**src/rtl/addr_gen_pipe.sv**
```systemverilog
// addr_gen_pipe: two-stage LC-3 effective-address generator, EA = ADDR1 + sext(ADDR2).
// Optional: define EAU_WRAP_FLAG_EN to add the registered ea_wrap carry-out port.
`timescale 1ns/1ps
module addr_gen_pipe #(
    parameter int WIDTH  = 16,
    parameter int OFF1_W = 6,
    parameter int OFF2_W = 9,
    parameter int OFF3_W = 11
) (
    input  logic             Clk,
    input  logic             Reset,
    input  logic             in_valid,
    output logic             in_ready,
    input  logic             addr1_sel,
    input  logic [1:0]       addr2_sel,
    input  logic [WIDTH-1:0] pc,
    input  logic [WIDTH-1:0] sr1,
    input  logic [WIDTH-1:0] ir,
    output logic             out_valid,
    input  logic             out_ready,
    output logic [WIDTH-1:0] ea
`ifdef EAU_WRAP_FLAG_EN
    ,
    output logic             ea_wrap
`endif
);

    // Left-align the field, then arithmetic-shift back to replicate its MSB.
    function automatic logic [WIDTH-1:0] sext(input logic [WIDTH-1:0] v,
                                              input int w);
        logic signed [WIDTH-1:0] t;
        t = v << (WIDTH - w);
        return t >>> (WIDTH - w);
    endfunction

    logic             s1_valid_q, s1_valid_d;
    logic             s2_valid_q, s2_valid_d;
    logic [WIDTH-1:0] op_a_q, op_a_d;
    logic [WIDTH-1:0] op_b_q, op_b_d;
    logic [WIDTH-1:0] ea_q, ea_d;
    logic [WIDTH-1:0] sel_b;
    logic             s1_adv, s2_adv;

`ifdef EAU_WRAP_FLAG_EN
    logic             wrap_q, wrap_d;
    logic [WIDTH:0]   sum;
    assign sum = {1'b0, op_a_q} + {1'b0, op_b_q};
`else
    logic [WIDTH-1:0] sum;
    assign sum = op_a_q + op_b_q;
`endif

    assign s2_adv    = ~s2_valid_q | out_ready;
    assign s1_adv    = ~s1_valid_q | s2_adv;
    assign in_ready  = s1_adv;
    assign out_valid = s2_valid_q;
    assign ea        = ea_q;
`ifdef EAU_WRAP_FLAG_EN
    assign ea_wrap   = wrap_q;
`endif

    always_comb begin
        sel_b = '0;
        case (addr2_sel)
            2'b01:   sel_b = sext(ir, OFF1_W);
            2'b10:   sel_b = sext(ir, OFF2_W);
            2'b11:   sel_b = sext(ir, OFF3_W);
            default: sel_b = '0;
        endcase
    end

    always_comb begin
        s1_valid_d = s1_valid_q;
        s2_valid_d = s2_valid_q;
        op_a_d     = op_a_q;
        op_b_d     = op_b_q;
        ea_d       = ea_q;
`ifdef EAU_WRAP_FLAG_EN
        wrap_d     = wrap_q;
`endif
        if (s2_adv) begin
            s2_valid_d = s1_valid_q;
            if (s1_valid_q) begin
                ea_d = sum[WIDTH-1:0];
`ifdef EAU_WRAP_FLAG_EN
                wrap_d = sum[WIDTH];
`endif
            end
        end
        // Operands load only on a real transfer so idle inputs never leak in.
        if (s1_adv) begin
            s1_valid_d = in_valid;
            if (in_valid) begin
                op_a_d = addr1_sel ? sr1 : pc;
                op_b_d = sel_b;
            end
        end
    end

    always_ff @(posedge Clk) begin
        if (Reset) begin
            s1_valid_q <= 1'b0;
            s2_valid_q <= 1'b0;
            op_a_q     <= '0;
            op_b_q     <= '0;
            ea_q       <= '0;
`ifdef EAU_WRAP_FLAG_EN
            wrap_q     <= 1'b0;
`endif
        end else begin
            s1_valid_q <= s1_valid_d;
            s2_valid_q <= s2_valid_d;
            op_a_q     <= op_a_d;
            op_b_q     <= op_b_d;
            ea_q       <= ea_d;
`ifdef EAU_WRAP_FLAG_EN
            wrap_q     <= wrap_d;
`endif
        end
    end

endmodule
```
**config.mk**
```make
export PLATFORM = sky130hd
export DESIGN_NAME = addr_gen_pipe
export DESIGN_NICKNAME = d
export VERILOG_FILES = /design/src/rtl/addr_gen_pipe.sv
export SDC_FILE = /design/constraint.sdc
export NUM_CORES = 1
export LEC_CHECK = 0
export BUFFER_PORTS_ARGS = -buffer_cell sky130_fd_sc_hd__buf_4
export CORE_ASPECT_RATIO = 1.25
export CORE_MARGIN = 10
export CORE_UTILIZATION = 50
export CTS_CLUSTER_SIZE = 20
export DETAILED_ROUTE_END_ITERATION = 8
export GPL_TIMING_DRIVEN = 0
export HOLD_SLACK_MARGIN = 0.1
export PLACE_DENSITY = 0.77
export SETUP_SLACK_MARGIN = 0.3
export SYNTH_ARGS = -nofsm -noshare
export SYNTH_HDL_FRONTEND = slang
export SYNTH_SLANG_ARGS = --single-unit
```
**constraint.sdc**
```tcl
create_clock -name Clk -period 2.32 [get_ports Clk]
set_input_delay 0.348 -clock Clk [delete_from_list [all_inputs] [get_ports Clk]]
set_output_delay 0.348 -clock Clk [all_outputs]
set_load 0.05 [all_outputs]
```
==> flow_summary_export.csv <==
group,metric,value,unit
cts,ctsHoldBuffers,0,
synth,synth_cell_types,47,
hold_path,hold_path_depth,3,
synth,ys_seq_elements,45,
hold_path,min_from,"in_valid",
sta,tightest_slew,0.519,ns
hold_path,hold_path_end,"s1_valid_q",
worst_setup_path,r2r_start,"op_a_q[0]",
layout,instances_no_fill,434,
sta,rsz0062_at_grt,"yes",
layout,nets,445,
sta,fmax,484,MHz
place,gp_congestion,0.841,
worst_setup_path,crit_type,"register to register",
synth,synthArstFlopShare,0,
layout,ff_latch_area,908,sq um
cts,cts_buffers,5,
sta,min_period_over_period,0.891,
place,io_buffers,65,
synth,syn_area_per_cell,8.33,sq um
layout,diodes,0,
status,status,"completed",
die,die_w,83.2,um
sta,period_needed,2.07,ns
synth,synthXorXnorAreaFrac,0.0315,
worst_setup_path,cp-end-kind,"register",
drt,ant_nets,0,
drt,drc,0,
die,std_cell_rows,28,
worst_setup_path,cp_max_fo,4,
drt,first_pass_iters,5,
die,die_height,99.1,um
place,place_hpwl,5.02,mm
die,die-area,8250,sq um
global_routing,grt_usage,0.142,
hold_path,hold_class,"primary input to register",
layout,final_cell_mix,"67 x buf_4, 42 x nor2_1, 41 x dfxtp_1",
layout,drive_gt1_frac,0.267,
synth,synthMuxAreaShare,0.0761,
worst_setup_path,r2r_end,"ea[10]",
layout,multiInputGateArea,1560,sq um
synth,synth_simple_gate_area_frac,0.203,
layout,layout_commonest_cell,"buf_4",
die,ios,73,
power_and_ir_drop,powerDensity,588,nW/um^2
worst_setup_path,r2r_slack,0.25,ns
global_routing,grt_start_max_net_pins,14,
synth,synth_compound_area_frac,0.212,
job,max_cap_violations,0,
cts,root_buffer,"clkbuf_8",
worst_setup_path,cp.required,2.49,ns
global_routing,overflow,0,
global_routing,grt_pass1_vias,2227,
power_and_ir_drop,leakagePower,1.48,nW
drt,wl_per_cell,14.3,um
synth,synth_fa_ha_area_frac,0.0831,
synth,synthFlopType,"dfxtp_1",
synth,synth_area_leaders,"dfxtp_1 36%, mux2i_1 7.6%, ha_1 7.5%, a211oi_1 6.3%, nor2_1 6.3%",
synth,syn_area,2500,sq um
global_routing,grt_pass1_wl,10.0,mm
cts,cts_tree,"done",
cts,htreeDepth,2,
cts,cts_buffer_depth,2,
drt,finalWirelength,6.21,mm
drt,vias,2351,
worst_setup_path,start_kind,"register",
drt,drt-initial-drc-count,100,
synth,syn_nets,371,
sta,tns,0,ns
layout,fill_cells,438,
die,core,4800,sq um
drt,via_per_inst,5.42,
sta,clock_skew,0.00740,ns
cts,clock_latency,0.30,ns
place,dp.cells,425,
synth,yosysTopAreaCell,"dfxtp_1",
worst_setup_path,cp.arrival,2.23,ns
synth,synth-edff-count,0,
synth,synth.top_cell.area_share,0.360,
synth,synth_top_family_by_area,"compound AO/OA/AOI/OAI gates",
power_and_ir_drop,vdd_ir_drop_max,0.317,mV
synth,syn_inst,300,
sta,slew_headroom,0.651,
die,start_util,0.521,
synth,yosys_warnings,0,
sta,hold_viol,0,
sta,setup_viol,0,
cts,clock_sinks,45,
worst_setup_path,r2r_cells,8,
sta,final_max_slew_viol_count,0,
layout,syn_to_final_growth,29.4,%
synth,synth-seq-area-share,0.360,
global_routing,antenna_found_initial,0,
cts,clk_pin_slew,0.08,ns
[per-stage QoR]
stage	utilization	cell area, sq um	power (mW)	hold slack [ns]	setup WS [ns]
final	0.674	3230	1.90	0.280	0.254
after global routing	0.674	3230	1.99	0.303	0.146
after CTS	0.668	3210	1.90	0.278	0.228
after detailed placement	0.639	3070	1.33	0.451	0.0825
after global placement	0.639	3070	1.32	0.441	0.0941
after floorplan	-	2510	1.18	0.436	0.313
[critical path, stage by stage, from the launching register on]
cell and delay (ns):
dfxtp_4 0.37, ha_4 0.16, fa_2 0.36, a211oi_2 0.28
o21bai_1 0.13, o21ba_4 0.25, o22ai_2 0.10, xor2_1 0.19
a211oi_1 0.09
[Yosys cell counts (2+ instances only)]
master     n
or2_2      2
a21oi_1   29
dfxtp_1   45
o21a_1     2
a21o_1     5
nand3b_1   2
or4_1      2
nand2_1   29
ha_1      15
clkbuf_1   9
a211oi_1  21
mux2i_1   19
a21oi_2    2
and2_1     2
xor2_1     4
nor2_1    42
nand3_1    9
o21bai_1   3
or3_1      2
nor2b_1    3
nor3_1     9
o21ai_0   10
xnor2_1    5
buf_2      5
and3_1     2
[cell families (layout without fill, tap and decap cells)]
logic type,count (synthesis),after routing
xor gates and xnor gates,9,9
DFF,45,45
muxes,19,19
AOI/OAI and AO/OA,82,82
buffers and inverters,19,93
and+or+nand+nor,110,110
adders and majority gates,16,16
[power by group]
group	total, mW	internal (mW)	switching [mW]
Combinational	0.466	0.205	0.260
Sequential	0.862	0.826	0.0362
Clock	0.574	0.313	0.261
Total	1.90	1.34	0.557
[flip-flops by register name (all words and copies together) (netlist names)]
register    cells
op_b_q         11
s1_valid_q      1
out_valid       1
ea             16
op_a_q         16
[repair_timing]
item                                    in CTS  in global routing
pin swaps                                    2                  8
cloned                                       0                  0
endpoints found under the setup margin       7                  6
setup buffers                                2                  0
resized for setup                            4                  8
[layout make-up]
class,instances,area share
Clock inverter,2,0.0108
Multi-Input combinational cell,236,0.482
Inverter,2,0.00232
Clock buffer,5,0.0213
Buffer,17,0.0244
Timing Repair Buffer,67,0.156
Sequential cell,45,0.281
Tap cell,60,0.0232
[metal layers]
layer / part of all wire / track usage / vias to the layer above / routed length (um)
li1: - / - / 1224 / -
met1: 0.45 / 0.168 / 1061 / 2790
met2: 0.48 / 0.236 / 60 / 2960
met3: 0.058 / 0.0371 / 6 / 358
met4: 0.016 / 0.0617 / 0 / 99
met5: 0 / 0 / - / 0
[worst max path at each step]
stage	startpoint	endpoint	slack (ns)	cells past startpoint
3_3_place_gp	op_a_q[0]	ea[10]	0.09	8
4_1_cts	op_a_q[0]	ea[10]	0.23	8
3_5_place_dp	op_a_q[0]	ea[10]	0.08	8
2_1_floorplan	op_a_q[0]	ea[10]	0.31	8
6_report	op_a_q[0]	ea[10]	0.25	8
5_1_grt	op_a_q[0]	ea[10]	0.15	8
Power figures use the tool's default switching activity.
